`src/rtl/ahb_req_arbiter.sv`:
```
// Round-robin front end that shares one AHB slave port (the AHB-APB bridge)
// among NUM_REQ local requesters. Each request becomes one NONSEQ transfer:
// IDLE (accept) -> ADDR (address phase) -> DATA (wait for Hreadyout or timeout).
// Every output comes straight from a register.
module ahb_req_arbiter #(
  parameter int NUM_REQ = 3,
  parameter int ADDR_W  = 32,
  parameter int DATA_W  = 32,
  parameter int TIMEOUT = 16
) (
  input  logic                        Hclk,
  input  logic                        Hresetn,
  input  logic [NUM_REQ-1:0]          req_valid,
  input  logic [NUM_REQ-1:0]          req_write,
  input  logic [NUM_REQ*ADDR_W-1:0]   req_addr,
  input  logic [NUM_REQ*DATA_W-1:0]   req_wdata,
  output logic [NUM_REQ-1:0]          req_ready,
  output logic [NUM_REQ-1:0]          rsp_valid,
  output logic [DATA_W-1:0]           rsp_rdata,
  output logic                        rsp_err,
  output logic [$clog2(NUM_REQ)-1:0]  grant_id,
  output logic                        busy,
  output logic [1:0]                  Htrans,
  output logic                        Hwrite,
  output logic [ADDR_W-1:0]           Haddr,
  output logic [DATA_W-1:0]           Hwdata,
  output logic                        Hreadyin,
  input  logic                        Hreadyout,
  input  logic [DATA_W-1:0]           Hrdata,
  input  logic [1:0]                  Hresp
);

  localparam int GW = $clog2(NUM_REQ);
  localparam int CW = $clog2(TIMEOUT + 1);
  localparam logic [1:0] TRANS_IDLE   = 2'b00;
  localparam logic [1:0] TRANS_NONSEQ = 2'b10;

  typedef enum logic [1:0] {ST_IDLE, ST_ADDR, ST_DATA} state_t;

  state_t                state_reg, state_next;
  logic [GW-1:0]         last_grant_reg, last_grant_next;
  logic [GW-1:0]         grant_reg, grant_next;
  logic [CW-1:0]         cnt_reg, cnt_next;
  logic [NUM_REQ-1:0]    req_ready_reg, req_ready_next;
  logic [NUM_REQ-1:0]    rsp_valid_reg, rsp_valid_next;
  logic [DATA_W-1:0]     rsp_rdata_reg, rsp_rdata_next;
  logic                  rsp_err_reg, rsp_err_next;
  logic                  busy_reg, busy_next;
  logic [1:0]            htrans_reg, htrans_next;
  logic                  hwrite_reg, hwrite_next;
  logic [ADDR_W-1:0]     haddr_reg, haddr_next;
  logic [DATA_W-1:0]     hwdata_reg, hwdata_next;
  logic                  hreadyin_reg;

  // Unpacked views of the flat request buses
  logic [ADDR_W-1:0]     addr_arr  [NUM_REQ];
  logic [DATA_W-1:0]     wdata_arr [NUM_REQ];

  for (genvar gi = 0; gi < NUM_REQ; gi++) begin : g_unpack
    assign addr_arr[gi]  = req_addr[gi*ADDR_W +: ADDR_W];
    assign wdata_arr[gi] = req_wdata[gi*DATA_W +: DATA_W];
  end

  // Round-robin pick: first valid requester after last_grant, wrapping
  logic                  found;
  logic [GW-1:0]         winner;
  logic [GW-1:0]         cand;
  int                    scan_idx;

  always_comb begin
    found    = 1'b0;
    winner   = '0;
    cand     = '0;
    scan_idx = 0;
    for (int k = 1; k <= NUM_REQ; k++) begin
      scan_idx = int'(last_grant_reg) + k;
      if (scan_idx >= NUM_REQ) scan_idx = scan_idx - NUM_REQ;
      cand = GW'(scan_idx);
      if (!found && req_valid[cand]) begin
        found  = 1'b1;
        winner = cand;
      end
    end
  end

  // Next-state and next-output logic for the transfer sequencer
  always_comb begin
    state_next      = state_reg;
    last_grant_next = last_grant_reg;
    grant_next      = grant_reg;
    cnt_next        = cnt_reg;
    req_ready_next  = '0;
    rsp_valid_next  = '0;
    rsp_rdata_next  = '0;
    rsp_err_next    = 1'b0;
    busy_next       = 1'b0;
    htrans_next     = TRANS_IDLE;
    hwrite_next     = hwrite_reg;
    haddr_next      = haddr_reg;
    hwdata_next     = hwdata_reg;
    case (state_reg)
      ST_IDLE: begin
        if (found) begin
          req_ready_next = NUM_REQ'(1) << winner;
          grant_next     = winner;
          hwrite_next    = req_write[winner];
          haddr_next     = addr_arr[winner];
          hwdata_next    = wdata_arr[winner];
          htrans_next    = TRANS_NONSEQ;
          busy_next      = 1'b1;
          state_next     = ST_ADDR;
        end
      end
      ST_ADDR: begin
        cnt_next   = '0;
        busy_next  = 1'b1;
        state_next = ST_DATA;
      end
      ST_DATA: begin
        cnt_next  = cnt_reg + CW'(1);
        busy_next = 1'b1;
        // A completing Hreadyout takes priority over the watchdog
        if (Hreadyout) begin
          rsp_valid_next  = NUM_REQ'(1) << grant_reg;
          rsp_rdata_next  = hwrite_reg ? '0 : Hrdata;
          rsp_err_next    = (Hresp != 2'b00);
          last_grant_next = grant_reg;
          busy_next       = 1'b0;
          state_next      = ST_IDLE;
        end else if (cnt_reg == CW'(TIMEOUT - 1)) begin
          rsp_valid_next  = NUM_REQ'(1) << grant_reg;
          rsp_err_next    = 1'b1;
          last_grant_next = grant_reg;
          busy_next       = 1'b0;
          state_next      = ST_IDLE;
        end
      end
      default: state_next = ST_IDLE;
    endcase
  end

  // State and output registers; reset clears everything and parks last_grant
  // on the top index so requester 0 is first in line
  always_ff @(posedge Hclk) begin
    if (!Hresetn) begin
      state_reg      <= ST_IDLE;
      last_grant_reg <= GW'(NUM_REQ - 1);
      grant_reg      <= '0;
      cnt_reg        <= '0;
      req_ready_reg  <= '0;
      rsp_valid_reg  <= '0;
      rsp_rdata_reg  <= '0;
      rsp_err_reg    <= 1'b0;
      busy_reg       <= 1'b0;
      htrans_reg     <= TRANS_IDLE;
      hwrite_reg     <= 1'b0;
      haddr_reg      <= '0;
      hwdata_reg     <= '0;
      hreadyin_reg   <= 1'b0;
    end else begin
      state_reg      <= state_next;
      last_grant_reg <= last_grant_next;
      grant_reg      <= grant_next;
      cnt_reg        <= cnt_next;
      req_ready_reg  <= req_ready_next;
      rsp_valid_reg  <= rsp_valid_next;
      rsp_rdata_reg  <= rsp_rdata_next;
      rsp_err_reg    <= rsp_err_next;
      busy_reg       <= busy_next;
      htrans_reg     <= htrans_next;
      hwrite_reg     <= hwrite_next;
      haddr_reg      <= haddr_next;
      hwdata_reg     <= hwdata_next;
      hreadyin_reg   <= 1'b1;
    end
  end

  assign req_ready = req_ready_reg;
  assign rsp_valid = rsp_valid_reg;
  assign rsp_rdata = rsp_rdata_reg;
  assign rsp_err   = rsp_err_reg;
  assign grant_id  = grant_reg;
  assign busy      = busy_reg;
  assign Htrans    = htrans_reg;
  assign Hwrite    = hwrite_reg;
  assign Haddr     = haddr_reg;
  assign Hwdata    = hwdata_reg;
  assign Hreadyin  = hreadyin_reg;

endmodule

```
`config.mk`:
```
export PLATFORM = sky130hd
export DESIGN_NAME = ahb_req_arbiter
export DESIGN_NICKNAME = d
export VERILOG_FILES = /design/src/rtl/ahb_req_arbiter.sv
export SDC_FILE = /design/constraint.sdc
export NUM_CORES = 1
export LEC_CHECK = 0
export BUFFER_PORTS_ARGS = -buffer_cell sky130_fd_sc_hd__buf_2
export CAP_MARGIN = 25
export CORE_AREA = 8 8 126 128
export DETAILED_ROUTE_END_ITERATION = 8
export DIE_AREA = 0 0 134 136
export GPL_ROUTABILITY_DRIVEN = 0
export PLACE_DENSITY = 0.86
export SETUP_SLACK_MARGIN = 0.02
export SYNTH_ARGS = -nofsm -noshare
export SYNTH_HDL_FRONTEND = slang
export SYNTH_SLANG_ARGS = --single-unit
```
`constraint.sdc`:
```
create_clock -name Hclk -period 3.1 [get_ports Hclk]
set_input_delay 0.62 -clock Hclk [delete_from_list [all_inputs] [get_ports Hclk]]
set_output_delay 0.62 -clock Hclk [all_outputs]
set_load 0.1 [all_outputs]
```
==> impl_metrics.tcl, run 1 <==
set metrics [dict create \
    status "finished, final reports clean" \
    route.detailed.drc 0 \
    synth_xor_xnor_area_share 0 \
    ctsResizeCount 0 \
    pwr-share-seq 0.297 \
    ys_types 41 \
    power.leakage_nw 4.08 \
    worst_hold_path_type "in -> reg" \
    rsz0062_at_grt "false" \
    cts_sinks 118 \
    startpoint_type "register" \
    fin_crit_ps 2770 \
    ir_drop_mv 0.512 \
    stdcell_count 1083 \
    postLayoutSetupSlackWorst_ps 325 \
    via_count 5254 \
    coreArea_mm2 0.0140 \
    portBuffers 343 \
    clock_latency_ps 400 \
    grt_pass1_vias 5459 \
    power_density_mw_per_mm2 774 \
    die_area_mm2 0.0182 \
    die_h_um 136 \
    final.fill_count 1223 \
    finalCritPeriodShare 0.895 \
    place_inst 1052 \
    p_sw_mw 2.65 \
    synth_top_area_share 0.428 \
    initial_utilization 0.393 \
    clock_path_buffers 2 \
    gr-total-overflow 0 \
    grt_pass1_wl_um 27700 \
    synthMuxAreaShare 0.129 \
    max-cap-violations 0 \
    syn2layout_area_growth_pct 43.6 \
    worstPathArrival_ps 3040 \
    pwr-share-comb 0.394 \
    track_usage 0.192 \
    swShare 0.432 \
    worst-path-max-fanout 27 \
    ant_nets 0 \
    ctsHtreeMaxLevel 4 \
    synth_area_leaders "dfxtp_1 43%, mux2i_1 13%, o221ai_2 11%" \
    setup_tns_ps 0 \
    pre_cts_slack_ps 326 \
    first_pass_iters 7 \
    syn_nets 792 \
    postSynthCellCount 546 \
    synth-async-reset-ratio 0 \
    dp_hpwl_um 14900 \
    die_x_um 134 \
    worst_setup_path_end_kind "register" \
    crit_type "reg -> reg" \
    synth_top_family_by_area "compound AO/OA/AOI/OAI gates" \
    synth_compound_area_frac 0.183 \
    setup_violations 0 \
    grt_max_degree 45 \
    cts_hold_buf 0 \
    synth_seq_cells 118 \
    antenna_found_initial 2 \
    cp.required_ps 3370 \
    dr.first_iter.drc_count 195 \
    synth-simple-area-share 0.128 \
    rows 44 \
    final_util 0.565 \
    tightest_slew_ps 524 \
    synthAdderAreaFrac 0.0249 \
    cts_tree "done" \
    io_pins 345 \
    syn_area_mm2 0.00552 \
    power_mw 6.13 \
    wirelength_um 18300 \
    cts.clk_slew.worst_paths_ps 50 \
    skew_ps 7.98 \
    finalInstanceArea_mm2 0.00793 \
    ys_seq_area_frac 0.428 \
    synth_top_area_cell "dfxtp_1" \
    numCtsBuffers 17 \
    synth_area_per_cell_um2 10.1 \
    slew-limit-headroom 0.653 \
    drive_gt1_frac 0.486 \
    holdWs_ps 406 \
    crit_path_cell_trace "inv_1, ha_1, or3_4, a221oi_4, nor3_2, nand2_4, buf_12, o221ai_1" \
    ys.flop_type "dfxtp_1" \
    fmax_mhz 360 \
    critPathMaxStageDelay_ps 470 \
    cp_slowest_cell "ha_1" \
    vias_per_cell 4.85 \
    synth-warning-count 0 \
    final_nets 1133 \
    wire_per_inst_um 16.9 \
    cts_setup_buffers 0 \
    root_buffer "clkbuf_16" \
    synth_edf_count 0 \
    hold_viol_final 0 \
    p_clk_frac 0.309 \
    internal_power_mw 3.49 \
    slew_violations 0 \
    placed_area_mm2 0.00735 \
]
## worst paths after layout
path                                        start   endpoint  slack, ps  cells after the start
worst max-delay path            last_grant_reg[0]  Hwdata[2]        330                      8
worst min-delay path                      Hresetn   Hreadyin        410                      1
worst max register to register  last_grant_reg[0]  Hwdata[2]        330                      8
worst min register to register          Hwdata[1]  Hwdata[1]        460                      2
## Yosys cell counts, types with 5 or more instances
library cell / n
dfxtp_1: 118
inv_1: 74
nand2_1: 72
mux2i_1: 69
o221ai_2: 40
and2_1: 33
o221ai_1: 25
nor2_1: 16
ha_1: 11
buf_6: 10
buf_2: 9
buf_4: 6
a21oi_1: 5
nand2b_1: 5
## worst max-delay path, delay by kind of cell, from the launching register on
kind	cells	cell delay (ps)
and+or+nand+nor	3	870
AOI/OAI and AO/OA	2	500
adders and majority gates	1	470
DFF	1	430
buffers and inverters	2	360
## power groups by stage
stage	sequential (mW)	combinational, mW	clock (mW)
3_5_place_dp	1.85	2.43	0
6_report	1.82	2.42	1.89
3_3_place_gp	1.84	2.41	0
2_1_floorplan	3.16	0.645	0
4_1_cts	1.82	2.44	1.94
5_1_grt	1.84	2.53	2.00
## final cells by class
cell class / count / area (um^2) / share of cell area
multi-input combinational: 320 / 2590 / 0.327
timing repair buffer: 356 / 1890 / 0.238
clock inverter: 8 / 100 / 0.0126
clock buffer: 22 / 474 / 0.0598
sequential: 118 / 2360 / 0.298
tap: 184 / 230 / 0.0290
inverter: 74 / 278 / 0.0350
antenna: 1 / 2.50 / 0.000316
## layout by cell type (no fill, tap or decap), types with 4 or more instances in the layout
| master | n |
|---|---|
| buf_2 | 343 |
| dfxtp_1 | 118 |
| inv_1 | 74 |
| nand2_1 | 72 |
| mux2i_1 | 69 |
| o221ai_2 | 40 |
| and2_1 | 33 |
| o221ai_1 | 25 |
| clkbuf_16 | 17 |
| nor2_1 | 16 |
| ha_1 | 11 |
| buf_4 | 7 |
| buf_12 | 6 |
| nand2b_1 | 5 |
| a21oi_1 | 5 |
| o21ai_0 | 4 |
| nand3_1 | 4 |
| nor3_1 | 4 |
| clkinvlp_4 | 4 |
## logic make-up (layout without fill, tap and decap cells)
kind of cell	after synthesis	count (layout)
buffers and inverters	108	460
AND/OR/NAND/NOR	147	147
AO/OA/AOI/OAI	90	90
multiplexers	71	71
adder cells (fa/ha/maj)	11	11
other	1	2
flip-flops	118	118
## per-layer routing
metal / vias up / track usage / share of wire
met5: - / 0 / 0
met4: 0 / 0.0736 / 0.018
met3: 24 / 0.0961 / 0.11
met2: 244 / 0.344 / 0.50
met1: 2424 / 0.186 / 0.37
li1: 2562 / - / -
(Power assumes the default switching activity.)
==> run 2, diff against run 1 <==
- PLACE_DENSITY: 0.86 -> 0.84
==> run 2 against run 1 <==
  * Critical path type unchanged
  * Clock skew is 2.4 ps lower
  * Total power fell by 2.1%
  * Setup slack better by 21 ps
  * Largest power group unchanged
==> impl_metrics.tcl, run 2 (same netlist as run 1, synthesis figures left out) <==
set metrics [dict create \
    status "finished, final reports clean" \
    io_pins 345 \
    pre_cts_slack_ps 362 \
    slew-limit-headroom 0.644 \
    clock_path_buffers 2 \
    grt_pass1_wl_um 28600 \
    slew_violations 0 \
    worst-path-max-fanout 22 \
    wirelength_um 18900 \
    max-cap-violations 0 \
    ir_drop_mv 0.397 \
    ctsResizeCount 0 \
    finalCritPeriodShare 0.888 \
    grt_max_degree 41 \
    ant_nets 0 \
    final_nets 1134 \
    power.leakage_nw 4.06 \
    cp.required_ps 3370 \
    coreArea_mm2 0.0140 \
    fin_crit_ps 2750 \
    die_x_um 134 \
    ctsHtreeMaxLevel 4 \
    worstSetupStartpoint "last_grant_reg[0]" \
    skew_ps 5.59 \
    track_usage 0.199 \
    first_pass_iters 4 \
    worstPathArrival_ps 3030 \
    r2r_cells 8 \
    rsz0062_at_grt "false" \
    cts_hold_buf 0 \
    postLayoutSetupSlackWorst_ps 346 \
    fmax_mhz 363 \
    portBuffers 343 \
    cts_tree "done" \
    holdWs_ps 400 \
    die_area_mm2 0.0182 \
    dp_hpwl_um 15400 \
    startpoint_type "register" \
    wire_per_inst_um 17.4 \
    root_buffer "clkbuf_16" \
    cts_setup_buffers 0 \
    hold_depth 1 \
    rows 44 \
    clock_latency_ps 410 \
    setup_violations 0 \
    dr.first_iter.drc_count 235 \
    r2r-end "Haddr[22]" \
    reg2reg_from "last_grant_reg[0]" \
    tightest_slew_ps 537 \
    cts_sinks 118 \
    worst_setup_path_end_kind "register" \
    hold_viol_final 0 \
    crit_type "reg -> reg" \
    syn2layout_area_growth_pct 43.2 \
    numCtsBuffers 17 \
    setup_tns_ps 0 \
    cts.clk_slew.worst_paths_ps 60 \
    initial_utilization 0.393 \
    die_h_um 136 \
    grt_pass1_vias 5513 \
    min_from "Hresetn" \
    min_to "Hreadyin" \
    vias_per_cell 4.82 \
    r2r_slack_ps 350 \
    worst_hold_path_type "in -> reg" \
    drive_gt1_frac 0.488 \
    power_density_mw_per_mm2 760 \
    antenna_found_initial 5 \
    gr-total-overflow 0 \
    route.detailed.drc 0 \
    final_common_cell "buf_2" \
    mostFrequentLayoutCells "343 x buf_2, 118 x dfxtp_1, 74 x inv_1" \
    final.fill_count 1240 \
    via_count 5243 \
]
-- run 2: cell types whose count changed in the layout (fill, tap and decap cells not counted), sizes merged --
cell,change
buf,+1
bufinv,-2
clkbuf,-1
clkinv,+3
clkinvlp,+2
diode,+2
-- run 2: where the power goes --
part	leakage (nW)	switching (mW)	internal (mW)
sequential	0.966	0.106	1.71
clock	0.253	0.694	1.08
combinational	2.84	1.88	0.535
total	4.06	2.68	3.33
-- run 2: metal layers --
metal  vias to the layer above  global-route usage  wire length [um]
li1                       2572                   -                 -
met4                         2              0.0711               336
met2                       260               0.354              9620
met3                        22              0.0891              2120
met1                      2387               0.202              6830
met5                         -                   0                13
-- run 2: area by class of cell --
| class | count | area (um^2) | share of cell area |
|---|---|---|---|
| Antenna cell | 3 | 7.51 | 0.000950 |
| Clock buffer | 21 | 470 | 0.0595 |
| Clock inverter | 11 | 77.6 | 0.00982 |
| Inverter | 74 | 278 | 0.0351 |
| Multi-Input combinational cell | 320 | 2590 | 0.328 |
| Sequential cell | 118 | 2360 | 0.299 |
| Tap cell | 184 | 230 | 0.0291 |
| Timing Repair Buffer | 357 | 1880 | 0.238 |
-- run 2: how the worst max path moves through the flow --
stage / slack [ps] / cells after the start / to
6_report: 350 / 8 / Haddr[22]
5_1_grt: 140 / 8 / Haddr[24]
4_1_cts: 340 / 8 / Hwdata[3]
3_5_place_dp: 360 / 8 / Hwdata[3]
3_3_place_gp: 410 / 8 / Hwdata[3]
2_1_floorplan: 760 / 11 / Haddr[10]
-- run 2: critical path: stages, from the launching register on --
cell and delay (ps):
dfxtp_1 420, inv_1 120, ha_1 470, or3_4 470
a221oi_4 360, nor3_2 130, nand2_4 250, buf_12 230
o221ai_1 140
-- run 2: metrics by stage --
stage | utilization | cells | cell area (um^2) | power, mW
6_report | 0.563 | 1088 | 7900 | 6.00
5_1_grt | 0.563 | 1087 | 7900 | 6.24
4_1_cts | 0.562 | 1085 | 7900 | 6.06
3_5_place_dp | 0.523 | 1053 | 7350 | 4.27
3_3_place_gp | 0.523 | 1053 | 7350 | 4.24
2_1_floorplan | - | 546 | 5520 | 3.81
==> run 3, diff against run 2 <==
- REMOVE_ABC_BUFFERS: not set -> 1
==> run 3 against run 2 <==
  * Register-to-register slack got worse by 60 ps
  * Utilization decreased by 0.13 points
  * Setup slack got worse by 64 ps
  * Clock skew decreased by 1.0 ps
  * Flip-flop and latch count unchanged
  * Final cell count decreased by 0.37%
  * Die area unchanged
  * Largest cell class unchanged
  * Largest power group unchanged
==> impl_metrics.tcl, run 3 (same netlist as run 1, synthesis figures left out) <==
set metrics [dict create \
    status "finished, final reports clean" \
    crit_buf_inv 2 \
    r2r-end "Haddr[30]" \
    clock_latency_ps 410 \
    rsz0062_at_grt "false" \
    initial_utilization 0.393 \
    worst_hold_path_type "in -> reg" \
    fmax_mhz 355 \
    startpoint_type "register" \
    cts_setup_buffers 0 \
    io_pins 345 \
    final.fill_count 1244 \
    fin_crit_ps 2820 \
    min_from "Hresetn" \
    rows 44 \
    finalInstanceArea_mm2 0.00788 \
    via_count 5243 \
    ir_drop_mv 0.450 \
    coreArea_mm2 0.0140 \
    grt_max_degree 47 \
    grt_pass1_vias 5621 \
    r2r_cells 8 \
    dr.first_iter.drc_count 208 \
    power_density_mw_per_mm2 768 \
    grt_pass1_wl_um 28800 \
    portBuffers 343 \
    route.detailed.drc 0 \
    cts_tree "done" \
    drive_gt1_frac 0.485 \
    antenna_found_initial 4 \
    max-cap-violations 0 \
    place_inst 1050 \
    wire_per_inst_um 17.4 \
    die_area_mm2 0.0182 \
    wirelength_um 18900 \
    numCtsBuffers 17 \
    worstPathArrival_ps 3090 \
    final_nets 1131 \
    final_common_cell "buf_2" \
    root_buffer "clkbuf_16" \
    placed_area_mm2 0.00732 \
    postLayoutSetupSlackWorst_ps 282 \
    crit_type "reg -> reg" \
    track_usage 0.200 \
    r2r_slack_ps 280 \
    hold_viol_final 0 \
    cts_sinks 118 \
    worst_setup_path_end_kind "register" \
    mostFrequentLayoutCells "343 x buf_2, 118 x dfxtp_1, 74 x inv_1" \
    die_x_um 134 \
    ant_nets 0 \
    first_pass_iters 4 \
    setup_violations 0 \
    die_h_um 136 \
    clock_path_buffers 2 \
    cts_hold_buf 0 \
    multi_input_area_mm2 0.00259 \
    hold_depth 1 \
    crit_path_cell_trace "inv_1, ha_1, or3_4, a221oi_4, nor3_2, nand2_4, buf_12, o221ai_1" \
    seq_area_mm2 0.00236 \
    slew_violations 0 \
    vias_per_cell 4.84 \
    cp.required_ps 3370 \
    gr-total-overflow 0 \
    dp_hpwl_um 15300 \
    ctsHtreeMaxLevel 4 \
    syn2layout_area_growth_pct 42.8 \
    min_to "Hreadyin" \
    power.leakage_nw 4.07 \
    setup_tns_ps 0 \
    power_mw 6.06 \
    cp_top_family "simple AND/OR/NAND/NOR gates" \
    cts.clk_slew.worst_paths_ps 50 \
    cp_slowest_cell "or3_4" \
    worst-path-max-fanout 25 \
    finalCritPeriodShare 0.909 \
    reg2reg_from "last_grant_reg[0]" \
    slew-limit-headroom 0.639 \
    stdcell_count 1084 \
    critPathMaxStageDelay_ps 470 \
    tightest_slew_ps 545 \
    pre_cts_slack_ps 310 \
    skew_ps 4.57 \
    ctsResizeCount 0 \
]
-- run 3: worst max-delay path by stage --
stage,cells past startpoint,startpoint,to
2_1_floorplan,8,last_grant_reg[0],Haddr[0]
3_3_place_gp,8,last_grant_reg[0],Hwdata[1]
3_5_place_dp,8,last_grant_reg[0],Haddr[30]
4_1_cts,8,last_grant_reg[0],Haddr[30]
5_1_grt,8,last_grant_reg[0],Hwdata[12]
6_report,8,last_grant_reg[0],Haddr[30]
-- run 3: layout make-up --
type,instances,area share
repair buffers,354,0.236
diodes,3,0.000952
well taps,184,0.0292
clock inverters,9,0.00984
multi-input cells,320,0.329
clock buffers,22,0.0601
inverters,74,0.0352
flip-flops and latches,118,0.300
-- run 3: per-layer routing --
layer / vias up / GRT usage / part of all wire
li1: 2564 / - / -
met1: 2407 / 0.203 / 0.37
met2: 232 / 0.348 / 0.51
met3: 38 / 0.0953 / 0.10
met4: 2 / 0.0855 / 0.025
met5: - / 0 / 0.00069
-- run 3: where the power goes --
| part | internal, mW | switching [mW] |
|---|---|---|
| Sequential | 1.71 | 0.108 |
| Combinational | 0.529 | 1.89 |
| Clock | 1.15 | 0.669 |
| Total | 3.39 | 2.66 |
-- run 3: through the flow --
step	util	hold slack, ps
4_1_cts	0.561	375
3_3_place_gp	0.522	440
5_1_grt	0.562	381
2_1_floorplan	-	463
3_5_place_dp	0.522	446
6_report	0.562	397
